<file path="config.mk">
export PLATFORM = sky130hd
export DESIGN_NAME = uart_tx_mmio
export DESIGN_NICKNAME = d
export VERILOG_FILES = /design/src/rtl/uart_tx_mmio_pkg.sv /design/src/rtl/uart_tx_fifo.sv /design/src/rtl/uart_tx_mmio.sv
export SDC_FILE = /design/constraint.sdc
export NUM_CORES = 1
export LEC_CHECK = 0
export CAP_MARGIN = 20
export CORE_AREA = 2 2 129 131
export DETAILED_ROUTE_END_ITERATION = 12
export DIE_AREA = 0 0 131 133
export DONT_BUFFER_PORTS = 1
export PLACE_DENSITY = 0.82
export REMOVE_ABC_BUFFERS = 1
export SLEW_MARGIN = 20
export SYNTH_ARGS = -nofsm -noshare
export SYNTH_HDL_FRONTEND = slang
export SYNTH_SLANG_ARGS = --single-unit
</file>
<file path="constraint.sdc">
create_clock -name clk -period 3.9 [get_ports clk]
set_input_delay 0.975 -clock clk [delete_from_list [all_inputs] [get_ports clk]]
set_output_delay 0.975 -clock clk [all_outputs]
set_load 0.02 [all_outputs]
</file>
<file path="src/rtl/uart_tx_mmio_pkg.sv">
// uart_tx_mmio_pkg
//  Shared definitions for the memory-mapped UART transmitter:
//  register offsets (addr_i[3:2]), STATUS/CTRL bit positions,
//  serialiser FSM state encoding and the address-window decode helper.
package uart_tx_mmio_pkg;

    // Register offsets, word index within the 16-byte window
    localparam logic [1:0] UART_TXDATA_OFF = 2'd0;
    localparam logic [1:0] UART_STATUS_OFF = 2'd1;
    localparam logic [1:0] UART_CTRL_OFF   = 2'd2;
    localparam logic [1:0] UART_DIV_OFF    = 2'd3;

    // STATUS bit positions; the FIFO count field starts at STAT_COUNT_LSB
    localparam int STAT_EMPTY_BIT = 0;
    localparam int STAT_FULL_BIT  = 1;
    localparam int STAT_BUSY_BIT  = 2;
    localparam int STAT_OVF_BIT   = 3;
    localparam int STAT_COUNT_LSB = 8;

    // CTRL bit positions
    localparam int CTRL_TX_EN_BIT  = 0;
    localparam int CTRL_IRQ_EN_BIT = 1;

    // 8N1 serialiser states
    typedef enum logic [1:0] {
        ST_IDLE  = 2'd0,
        ST_START = 2'd1,
        ST_DATA  = 2'd2,
        ST_STOP  = 2'd3
    } tx_state_e;

    // True when addr falls in the 16-byte window starting at base
    function automatic logic in_window(input logic [31:0] addr, input logic [31:0] base);
        return ((addr ^ base) & 32'hFFFF_FFF0) == 32'h0000_0000;
    endfunction

endpackage

</file>
<file path="src/rtl/uart_tx_fifo.sv">
// uart_tx_fifo
//  Synchronous byte FIFO, 2**AW entries, feeding the UART serialiser.
//  A push while full is dropped unless a pop happens on the same edge,
//  in which case the push is accepted and the count is unchanged.
//  Ports:
//   clk, rst        clock, asynchronous active-high reset (pointers only)
//   push, din[7:0]  write request and data
//   pop             read request; dout is the current head (first-word-fall-through)
//   empty, full     occupancy flags
//   count[AW:0]     number of stored bytes
module uart_tx_fifo #(
    parameter int AW = 4
) (
    input  logic          clk,
    input  logic          rst,
    input  logic          push,
    input  logic          pop,
    input  logic [7:0]    din,
    output logic [7:0]    dout,
    output logic          empty,
    output logic          full,
    output logic [AW:0]   count
);

    localparam int DEPTH = 1 << AW;
    localparam logic [AW:0] DEPTH_CNT = DEPTH[AW:0];

    logic [7:0]    mem_q [DEPTH];
    logic [AW-1:0] wr_ptr_q, wr_ptr_d;
    logic [AW-1:0] rd_ptr_q, rd_ptr_d;
    logic [AW:0]   count_q, count_d;
    logic          push_ok;
    logic          pop_ok;

    assign empty = (count_q == '0);
    assign full  = (count_q == DEPTH_CNT);
    assign count = count_q;
    assign dout  = mem_q[rd_ptr_q];

    // Accept/advance decisions and next pointer/count values
    always_comb begin
        pop_ok   = pop & ~empty;
        // a simultaneous pop frees the slot the push needs
        push_ok  = push & (~full | pop_ok);
        wr_ptr_d = wr_ptr_q;
        rd_ptr_d = rd_ptr_q;
        count_d  = count_q;
        if (push_ok) begin
            wr_ptr_d = wr_ptr_q + AW'(1);
        end else begin
            wr_ptr_d = wr_ptr_q;
        end
        if (pop_ok) begin
            rd_ptr_d = rd_ptr_q + AW'(1);
        end else begin
            rd_ptr_d = rd_ptr_q;
        end
        case ({push_ok, pop_ok})
            2'b10:   count_d = count_q + (AW+1)'(1);
            2'b01:   count_d = count_q - (AW+1)'(1);
            default: count_d = count_q;
        endcase
    end

    // Pointer and occupancy registers; reset empties the FIFO
    always_ff @(posedge clk or posedge rst) begin
        if (rst) begin
            wr_ptr_q <= '0;
            rd_ptr_q <= '0;
            count_q  <= '0;
        end else begin
            wr_ptr_q <= wr_ptr_d;
            rd_ptr_q <= rd_ptr_d;
            count_q  <= count_d;
        end
    end

    // Storage array; contents are don't-care until pointers say otherwise
    always_ff @(posedge clk) begin
        if (push_ok) begin
            mem_q[wr_ptr_q] <= din;
        end
    end

endmodule

</file>
<file path="src/rtl/uart_tx_mmio.sv">
// uart_tx_mmio
//  Memory-mapped 8N1 UART transmitter responding on the data-RAM bus.
//  Software pushes bytes into TXDATA; the serialiser drains the FIFO onto txd_o.
//  Ports:
//   clk, rst     clock, asynchronous active-high reset
//   ce_i, we_i   bus strobe and write enable
//   addr_i       byte address; window is addr_i[31:4]==BASE_ADDR[31:4]
//   sel_i        byte-lane selects; a write with sel_i==0 is ignored
//   data_i       write data
//   data_o       combinational read data (0 when not a read hit)
//   hit_o        access falls in this block's window
//   txd_o        serial output, idle high
//   irq_o        registered level interrupt: irq_en & FIFO empty & idle
module uart_tx_mmio
    import uart_tx_mmio_pkg::*;
#(
    parameter logic [31:0] BASE_ADDR = 32'h1000_0000,
    parameter int          FIFO_AW   = 4,
    parameter logic [15:0] DIV_RESET = 16'd433
) (
    input  logic        clk,
    input  logic        rst,
    input  logic        ce_i,
    input  logic        we_i,
    input  logic [31:0] addr_i,
    input  logic [3:0]  sel_i,
    input  logic [31:0] data_i,
    output logic [31:0] data_o,
    output logic        hit_o,
    output logic        txd_o,
    output logic        irq_o
);

    // Bus decode
    logic [1:0]  reg_off;
    logic        reg_wr;
    logic        unused_data;

    // FIFO interface
    logic        fifo_push;
    logic        fifo_pop;
    logic [7:0]  fifo_dout;
    logic        fifo_empty;
    logic        fifo_full;
    logic [FIFO_AW:0] fifo_count;

    // Control/status registers
    logic [1:0]  ctrl_q, ctrl_d;
    logic [15:0] bauddiv_q, bauddiv_d;
    logic        ovf_q, ovf_d;
    logic        irq_q, irq_d;

    // Serialiser state
    tx_state_e   state_q, state_d;
    logic [7:0]  shift_q, shift_d;
    logic [15:0] div_q, div_d;      // divisor shadow, fixed for a whole frame
    logic [15:0] cnt_q, cnt_d;
    logic [2:0]  bit_q, bit_d;
    logic        txd_q, txd_d;
    logic [2:0]  next_bit;
    logic        start_ok;

    assign hit_o       = ce_i & in_window(addr_i, BASE_ADDR);
    assign reg_off     = addr_i[3:2];
    assign reg_wr      = hit_o & we_i & (sel_i != 4'b0000);
    assign fifo_push   = reg_wr & (reg_off == UART_TXDATA_OFF);
    assign start_ok    = ctrl_q[CTRL_TX_EN_BIT] & ~fifo_empty;
    assign txd_o       = txd_q;
    assign irq_o       = irq_q;
    assign unused_data = ^data_i[31:16];

    uart_tx_fifo #(
        .AW (FIFO_AW)
    ) u_fifo (
        .clk   (clk),
        .rst   (rst),
        .push  (fifo_push),
        .pop   (fifo_pop),
        .din   (data_i[7:0]),
        .dout  (fifo_dout),
        .empty (fifo_empty),
        .full  (fifo_full),
        .count (fifo_count)
    );

    // Same-cycle read mux; writes and misses return zero
    always_comb begin
        data_o = 32'h0000_0000;
        if (hit_o && !we_i) begin
            case (reg_off)
                UART_STATUS_OFF: begin
                    data_o[STAT_EMPTY_BIT] = fifo_empty;
                    data_o[STAT_FULL_BIT]  = fifo_full;
                    data_o[STAT_BUSY_BIT]  = (state_q != ST_IDLE);
                    data_o[STAT_OVF_BIT]   = ovf_q;
                    data_o[STAT_COUNT_LSB +: FIFO_AW+1] = fifo_count;
                end
                UART_CTRL_OFF:   data_o[1:0]  = ctrl_q;
                UART_DIV_OFF:    data_o[15:0] = bauddiv_q;
                default:         data_o = 32'h0000_0000;
            endcase
        end else begin
            data_o = 32'h0000_0000;
        end
    end

    // Register writes, sticky overflow flag and interrupt request
    always_comb begin
        ctrl_d    = ctrl_q;
        bauddiv_d = bauddiv_q;
        if (reg_wr) begin
            case (reg_off)
                UART_CTRL_OFF: ctrl_d    = data_i[1:0];
                UART_DIV_OFF:  bauddiv_d = data_i[15:0];
                default: begin
                    ctrl_d    = ctrl_q;
                    bauddiv_d = bauddiv_q;
                end
            endcase
        end else begin
            ctrl_d    = ctrl_q;
            bauddiv_d = bauddiv_q;
        end
        // a dropped byte is a push into a full FIFO with no pop on that edge
        if (fifo_push && fifo_full && !fifo_pop) begin
            ovf_d = 1'b1;
        end else if (reg_wr && (reg_off == UART_STATUS_OFF) && data_i[STAT_OVF_BIT]) begin
            ovf_d = 1'b0;
        end else begin
            ovf_d = ovf_q;
        end
        irq_d = ctrl_q[CTRL_IRQ_EN_BIT] & fifo_empty & (state_q == ST_IDLE);
    end

    // Serialiser next-state: start bit, 8 data bits LSB first, stop bit
    always_comb begin
        state_d  = state_q;
        shift_d  = shift_q;
        div_d    = div_q;
        cnt_d    = cnt_q;
        bit_d    = bit_q;
        txd_d    = txd_q;
        fifo_pop = 1'b0;
        next_bit = bit_q + 3'd1;
        case (state_q)
            ST_IDLE: begin
                cnt_d = 16'd0;
                if (start_ok) begin
                    fifo_pop = 1'b1;
                    shift_d  = fifo_dout;
                    div_d    = bauddiv_q;
                    txd_d    = 1'b0;
                    state_d  = ST_START;
                end else begin
                    txd_d    = 1'b1;
                end
            end
            ST_START: begin
                if (cnt_q == div_q) begin
                    cnt_d   = 16'd0;
                    bit_d   = 3'd0;
                    txd_d   = shift_q[0];
                    state_d = ST_DATA;
                end else begin
                    cnt_d   = cnt_q + 16'd1;
                end
            end
            ST_DATA: begin
                if (cnt_q == div_q) begin
                    cnt_d = 16'd0;
                    if (bit_q == 3'd7) begin
                        txd_d   = 1'b1;
                        state_d = ST_STOP;
                    end else begin
                        bit_d   = next_bit;
                        txd_d   = shift_q[next_bit];
                    end
                end else begin
                    cnt_d = cnt_q + 16'd1;
                end
            end
            ST_STOP: begin
                if (cnt_q == div_q) begin
                    cnt_d = 16'd0;
                    // chain straight into the next frame with no idle bit
                    if (start_ok) begin
                        fifo_pop = 1'b1;
                        shift_d  = fifo_dout;
                        div_d    = bauddiv_q;
                        txd_d    = 1'b0;
                        state_d  = ST_START;
                    end else begin
                        txd_d    = 1'b1;
                        state_d  = ST_IDLE;
                    end
                end else begin
                    cnt_d = cnt_q + 16'd1;
                end
            end
            default: begin
                cnt_d   = 16'd0;
                txd_d   = 1'b1;
                state_d = ST_IDLE;
            end
        endcase
    end

    // Serialiser registers; reset forces the line high immediately
    always_ff @(posedge clk or posedge rst) begin
        if (rst) begin
            state_q <= ST_IDLE;
            shift_q <= 8'h00;
            div_q   <= 16'h0000;
            cnt_q   <= 16'h0000;
            bit_q   <= 3'd0;
            txd_q   <= 1'b1;
        end else begin
            state_q <= state_d;
            shift_q <= shift_d;
            div_q   <= div_d;
            cnt_q   <= cnt_d;
            bit_q   <= bit_d;
            txd_q   <= txd_d;
        end
    end

    // Control/status registers and interrupt flop
    always_ff @(posedge clk or posedge rst) begin
        if (rst) begin
            ctrl_q    <= 2'b00;
            bauddiv_q <= DIV_RESET;
            ovf_q     <= 1'b0;
            irq_q     <= 1'b0;
        end else begin
            ctrl_q    <= ctrl_d;
            bauddiv_q <= bauddiv_d;
            ovf_q     <= ovf_d;
            irq_q     <= irq_d;
        end
    end

endmodule

</file>
==> summary.txt, run 1 <==
Placement
  • DP Worst Slack: 0.216 ns
  • Dpl cell area: 9670 sq um
  • Final HPWL DP: 12400 um
  • IO buf count: 0
  • GPL Wtd Cong: 0.816

Logic synthesis
  • Syn avg cell area: 15.5 sq um
  • Mapped Area: 9420 sq um
  • Synthesis warning total: 0
  • Synth Flop Type: edfxtp_1
  • Top cells by area, synth: edfxtp_1, dfrtp_1, mux4_2
  • Cell count after synthesis: 609
  • Share of the yosys chip area belonging to registers: 0.619
  • Yosys cell types: 64
  • Async set-reset flop share out of synthesis: 0.382
  • Number of flops mapped to enable cells by yosys: 128
  • Area leader, netlist: edfxtp_1
  • Yosys top cell area share: 0.408
  • Post-synthesis register bit count: 207

Detailed routing
  • Vias/cell: 5.89
  • Initial DRC count: 379
  • Routed Antenna Nets: 0
  • WL final: 18000 um
  • Vias: 5080
  • Residual DRC: 0
  • Pre-Repair DR Iteration Count: 5
  • DR WL/cell: 20.8 um

Floorplanning
  • Die Y-Extent: 133 um
  • Starting Density: 0.583
  • Area of the core: 16200 sq um
  • Standard-cell rows: 47
  • Die area: 17400 sq um
  • Die width: 131 um
  • IO Count: 107

Timing
  • Fin Hold WS: 0.362 ns
  • Tmin final: 3.41 ns
  • Setup TNS: 0 ns
  • F_max: 293 MHz
  • Clock Skew: 0.0241 ns
  • RSZ-0062 raised after global routing: no
  • Fin. Hold Viols: 0
  • Final setup violating endpoints: 0
  • Final Slew Violations: 0
  • Worst-Margin Slew: 0.880 ns
  • Crit share post-route: 0.876
  • Fin worst setup slack: 0.486 ns
  • Slew margin rel.: 0.414

Setup path
  • R2R cell count: 14
  • Max Fanout on Critical Path: 7
  • Critical Setup Path Class: in -> out
  • Arr. time, crit path: 2.44 ns
  • Crit. End Element: output port
  • FF-to-FF Start: state_q[1]
  • Crit-path slowest cell: nor2_1
  • R2R setup slack: 0.84 ns
  • Critical Path RT: 2.92 ns
  • CP peak stage delay: 0.41 ns
  • Reg2Reg Capture Point: u_fifo.count[4]
  • Critical path startpoint category: input pin
  • Worst-path cell chain: nor4_2 -> nand4_2 -> buf_4 -> nor3_1 -> nand2_1 -> nor2_1

Global route
  • GR met2 Demand/Resource: 0.378
  • Tot GR Track Use: 0.214
  • First-pass GRT wire length: 28800 um
  • Gr ovfl total: 0
  • GR peak layer: met2
  • Initial antenna violation count: 0
  • Vias in the first global route: 5392
  • Met1 usage: 0.278
  • Largest net degree at the start of global routing: 42
  • M3 GR Usage: 0.0348

Power and ir drop
  • Max VDD drop: 0.417 mV
  • Lkg Pwr: 0.00397 uW
  • Pwr Density: 424 nW/um^2

Cells and area
  • Most common cell after layout, fill and taps aside: edfxtp_1
  • Nets: 717
  • Most frequent cells in the layout: edfxtp_1, dfrtp_1, nor2_1
  • Share of cells above drive strength 1: 0.243
  • Area Overhead vs Synth: 10.0%
  • Final instance area: 10400 sq um
  • # diodes: 0
  • Layout fillers: 1124

CTS
  • CTS tree: built
  • Post-CTS Setup Bufs: 0
  • CTS clock-pin slew for the worst setup and hold paths: 0.06 ns
  • CTS H-Tree Depth: 1
  • CTS Sinks: 207
  • Post-CTS resize count: 0
  • Clk Tree Root Cell: clkbuf_16
  • CTS max path bufs: 3
  • Clk_lat worst skew: 0.50 ns
  • Hold_buf cts: 0
  • CTS buffer count: 21

Hold path
  • Hold Crit Class: in -> async

Outcome
  • Status: finished clean

Job
  • Max_cap viols: 0
==> state kept, by name, summed over array words and instances, names as in the netlist <==
| signal | count |
|---|---|
| bauddiv_q | 16 |
| bit_q | 3 |
| cnt_q | 16 |
| ctrl_q | 2 |
| div_q | 16 |
| irq_o | 1 |
| ovf_q | 1 |
| shift_q | 8 |
| state_q | 2 |
| txd_o | 1 |
| u_fifo.count | 5 |
| u_fifo.mem_q | 128 |
| u_fifo.rd_ptr_q | 4 |
| u_fifo.wr_ptr_q | 4 |
==> final cells by class <==
class                   instances  area (sq um)  share of cell area
well taps                     220           275              0.0266
repair buffers                 20           163              0.0157
flip-flops and latches        207          5830               0.562
multi-input cells             362          3350               0.323
clock inverters                13           153              0.0147
clock buffers                  25           541              0.0521
inverters                      16          61.3             0.00591
==> report_power, final <==
| part | total (uW) | leakage (uW) | switching (uW) | internal (uW) |
|---|---|---|---|---|
| logic | 42.6 | 0.00141 | 33.4 | 9.21 |
| clock network | 2020 | 0.000342 | 818 | 1200 |
| registers | 2330 | 0.00222 | 0.120 | 2330 |
==> layer usage <==
| layer | up-vias | share of wire |
|---|---|---|
| li1 | 2307 | - |
| met4 | 0 | 0.021 |
| met5 | - | 0 |
| met2 | 140 | 0.53 |
| met1 | 2603 | 0.40 |
| met3 | 30 | 0.046 |
==> worst max path at each step <==
| stage | start | depth (start not counted) | slack (ns) | endpoint |
|---|---|---|---|---|
| floorplan | addr_i[12] | 13 | 0.25 | u_fifo.count[4] |
| global placement | addr_i[20] | 13 | 0.30 | u_fifo.count[4] |
| detailed placement | addr_i[24] | 13 | 0.22 | u_fifo.count[4] |
| CTS | addr_i[12] | 6 | 0.49 | data_o[8] |
| global route | addr_i[8] | 6 | 0.30 | data_o[9] |
| finish | addr_i[8] | 6 | 0.49 | data_o[8] |
==> worst max-delay path: cells and delay by family <==
family,cells,cell delay (ns)
simple gates,5,1.29
buf+inv,1,0.17
==> Yosys cell counts, drive strengths merged, types with 6 or more instances <==
| cell type | instances |
|---|---|
| nor2 | 39 |
| nor4 | 15 |
| nand3 | 13 |
| dfrtp | 73 |
| and2 | 8 |
| nor3 | 10 |
| buf | 28 |
| xor2 | 25 |
| mux4 | 34 |
| clkbuf | 11 |
| dfstp | 6 |
| inv | 16 |
| xnor2 | 15 |
| o21ai | 15 |
| edfxtp | 128 |
| nand2 | 32 |
| nor2b | 6 |
| mux2 | 51 |
| ha | 16 |
| mux2i | 9 |
==> kinds of logic (layout without fill, tap and decap cells) <==
group | count (synthesis) | after routing | share of synthesized area
other | 1 | 16 | 0.000398
and+or+nand+nor | 147 | 147 | 0.0939
xor gates and xnor gates | 40 | 40 | 0.0372
buffers and inverters | 55 | 74 | 0.0324
adders and majority gates | 17 | 17 | 0.0234
muxes | 94 | 94 | 0.157
DFF | 207 | 207 | 0.619
AOI/OAI and AO/OA | 48 | 48 | 0.0373
==> through the flow <==
stage / power [uW] / utilization / instances
after global routing: 4520 / 0.641 / 863
after detailed placement: 2420 / 0.598 / 825
after floorplan: 2410 / - / 585
after CTS: 4430 / 0.641 / 863
after global placement: 2420 / 0.597 / 824
final: 4390 / 0.641 / 863
(Power assumes the default switching activity.)
==> run 2, diff against run 1 <==
Settings changed: CORE_AREA 2 2 129 131 to 2 2 155 157, DIE_AREA 0 0 131 133 to 0 0 157 159, PLACE_DENSITY 0.82 to 0.62, SETUP_SLACK_MARGIN set to 0.2.
==> run 2 against run 1 <==
Design area grew 1.8%. Register-to-register slack lost 0.08 ns. Clock skew grew 0.0036 ns. Sequential share of layout area shrank 0.97 points. Hold slack gained 0.11 ns. Sequential cell count is the same. Via count shrank 2.1%. Sequential power is essentially flat. Clock power shrank 3%. First-iteration DRC count shrank 4.2%. Worst setup slack gained 0.048 ns. Global-route usage shrank 6.9 points. Critical endpoint unchanged. Largest power group unchanged.
==> summary.txt, run 2 (same netlist as run 1, synthesis figures left out) <==
Cells and area
  • Max reg flops: 128 (unchanged)
  • Most common cell after layout, fill and taps aside: edfxtp_1 (unchanged)
  • Most frequent cells in the layout: edfxtp_1, dfrtp_1, nor2_1 (unchanged)
  • # diodes: 0 (unchanged)
  • Nets: 725 (was 717)
  • Multi-input gate area: 3350 sq um (about the same)
  • Share of cells above drive strength 1: 0.253 (was 0.243)
  • FF+latch area: 5830 sq um (unchanged)
  • Final instance area: 10500 sq um (was 10400 sq um)
  • Layout fillers: 2042 (was 1124)
  • Most flops, register: u_fifo.mem_q (unchanged)
  • Area Overhead vs Synth: 12.0% (was 10.0%)

CTS
  • Hold_buf cts: 0 (unchanged)
  • Post-CTS resize count: 0 (unchanged)
  • CTS H-Tree Depth: 1 (unchanged)
  • CTS buffer count: 22 (was 21)
  • CTS max path bufs: 3 (unchanged)
  • Post-CTS Setup Bufs: 0 (unchanged)
  • CTS clock-pin slew for the worst setup and hold paths: 0.06 ns (about the same)
  • Clk_lat worst skew: 0.52 ns (was 0.50 ns)
  • Clk Tree Root Cell: clkbuf_16 (unchanged)
  • CTS Sinks: 207 (unchanged)
  • CTS tree: built (unchanged)

Detailed routing
  • Max layer used: met4 (unchanged)
  • Vias/cell: 5.12 (was 5.89)
  • Pre-Repair DR Iteration Count: 5 (unchanged)
  • Residual DRC: 0 (unchanged)
  • Routed Antenna Nets: 0 (unchanged)
  • Vias: 4971 (was 5080)
  • WL final: 17700 um (was 18000 um)
  • DR WL/cell: 18.2 um (was 20.8 um)
  • Met2 wire length: 8920 um (was 9590 um)
  • Initial DRC count: 363 (was 379)
  • Metal-1 WL: 7690 um (was 7180 um)
  • Met3 wire length: 751 um (was 827 um)

Floorplanning
  • Die Y-Extent: 159 um (was 133 um)
  • Standard-cell rows: 56 (was 47)
  • Die area: 25000 sq um (was 17400 sq um)
  • IO Count: 107 (unchanged)
  • Starting Density: 0.406 (was 0.583)
  • Die width: 157 um (was 131 um)
  • Area of the core: 23200 sq um (was 16200 sq um)

Timing
  • Final Slew Violations: 0 (unchanged)
  • RSZ-0062 raised after global routing: no (unchanged)
  • Final setup violating endpoints: 0 (unchanged)
  • Setup TNS: 0 ns (unchanged)
  • Tmin final: 3.37 ns (was 3.41 ns)
  • Fin. Hold Viols: 0 (unchanged)
  • Slew margin rel.: 0.412 (was 0.414)
  • Worst-Margin Slew: 0.882 ns (was 0.880 ns)
  • Clock Skew: 0.0277 ns (was 0.0241 ns)
  • F_max: 297 MHz (was 293 MHz)
  • Fin worst setup slack: 0.534 ns (was 0.486 ns)
  • Crit share post-route: 0.863 (was 0.876)

Placement
  • IO buf count: 0 (unchanged)
  • Dpl cell area: 9860 sq um (was 9670 sq um)
  • Final HPWL DP: 12700 um (was 12400 um)
  • GPL Wtd Cong: 0.777 (was 0.816)
  • DP Worst Slack: 0.231 ns (was 0.216 ns)

Global route
  • Gr ovfl total: 0 (unchanged)
  • Tot GR Track Use: 0.146 (was 0.214)
  • First-pass GRT wire length: 28800 um (about the same)
  • Vias in the first global route: 5251 (was 5392)
  • Initial antenna violation count: 0 (unchanged)
  • Largest net degree at the start of global routing: 44 (was 42)

Setup path
  • Critical path startpoint category: input pin (unchanged)
  • Worst-path cell chain: nor4_2 -> nand4_2 -> nor3_1 -> nand2_1 -> nor2_1 (was nor4_2 -> nand4_2 -> buf_4 -> nor3_1 -> nand2_1 -> nor2_1)
  • Arr. time, crit path: 2.39 ns (was 2.44 ns)
  • CP peak stage delay: 0.41 ns (about the same)
  • Critical Path RT: 2.92 ns (about the same)
  • Crit. End Element: output port (unchanged)
  • Critical Setup Path Class: in -> out (unchanged)
  • Crit-path slowest cell: nor2_1 (unchanged)
  • Max Fanout on Critical Path: 7 (unchanged)

Power and ir drop
  • Lkg Pwr: 0.00401 uW (was 0.00397 uW)
  • Pwr Density: 410 nW/um^2 (was 424 nW/um^2)
  • Max VDD drop: 0.371 mV (was 0.417 mV)

Job
  • Max_cap viols: 0 (unchanged)

Hold path
  • Hold Crit Class: in -> async (unchanged)

Outcome
  • Status: finished clean (unchanged)
## run 2: routing by layer
layer | global-route usage | vias to the layer above
met3 | 0.0226 | 32
met4 | 0.0342 | 0
li1 | - | 2320
met2 | 0.248 | 111
met5 | 0 | -
met1 | 0.196 | 2508
## run 2: power breakdown
part	internal, uW	switching, uW	total [uW]
registers	2330	0.122	2330
logic	7.79	34.1	41.9
clock network	1110	837	1950
## run 2: through the flow
step           power [uW]  hold WS [ns]  cells  utilization
6_report             4320         0.470    971        0.455
5_1_grt              4470         0.510    971        0.455
4_1_cts              4370         0.483    971        0.455
3_5_place_dp         2420         0.471    931        0.425
3_3_place_gp         2420         0.465    931        0.425
2_1_floorplan        2410         0.450    585            -
## run 2: worst paths after layout
kind / start / endpoint / slack, ns / cells past startpoint
worst min register to register: shift_q[2] / shift_q[2] / 0.48 / 2
worst max register to register: cnt_q[11] / u_fifo.count[4] / 0.76 / 13
min in group clk: shift_q[2] / shift_q[2] / 0.48 / 2
max in group asynchronous: rst / bauddiv_q[5] / 2.61 / 2
worst max-delay path: addr_i[8] / data_o[8] / 0.53 / 5
worst min-delay path: rst / u_fifo.rd_ptr_q[1] / 0.47 / 1
## run 2: final cells by class
type / count / share of cell area
clock buffers: 29 / 0.0576
well taps: 319 / 0.0378
inverters: 16 / 0.00581
clock inverters: 11 / 0.00795
flip-flops and latches: 207 / 0.553
repair buffers: 27 / 0.0204
multi-input cells: 362 / 0.318
## run 2: worst max-delay path: cells and delay by family
family	cells	cell delay, ns
simple gates	5	1.40
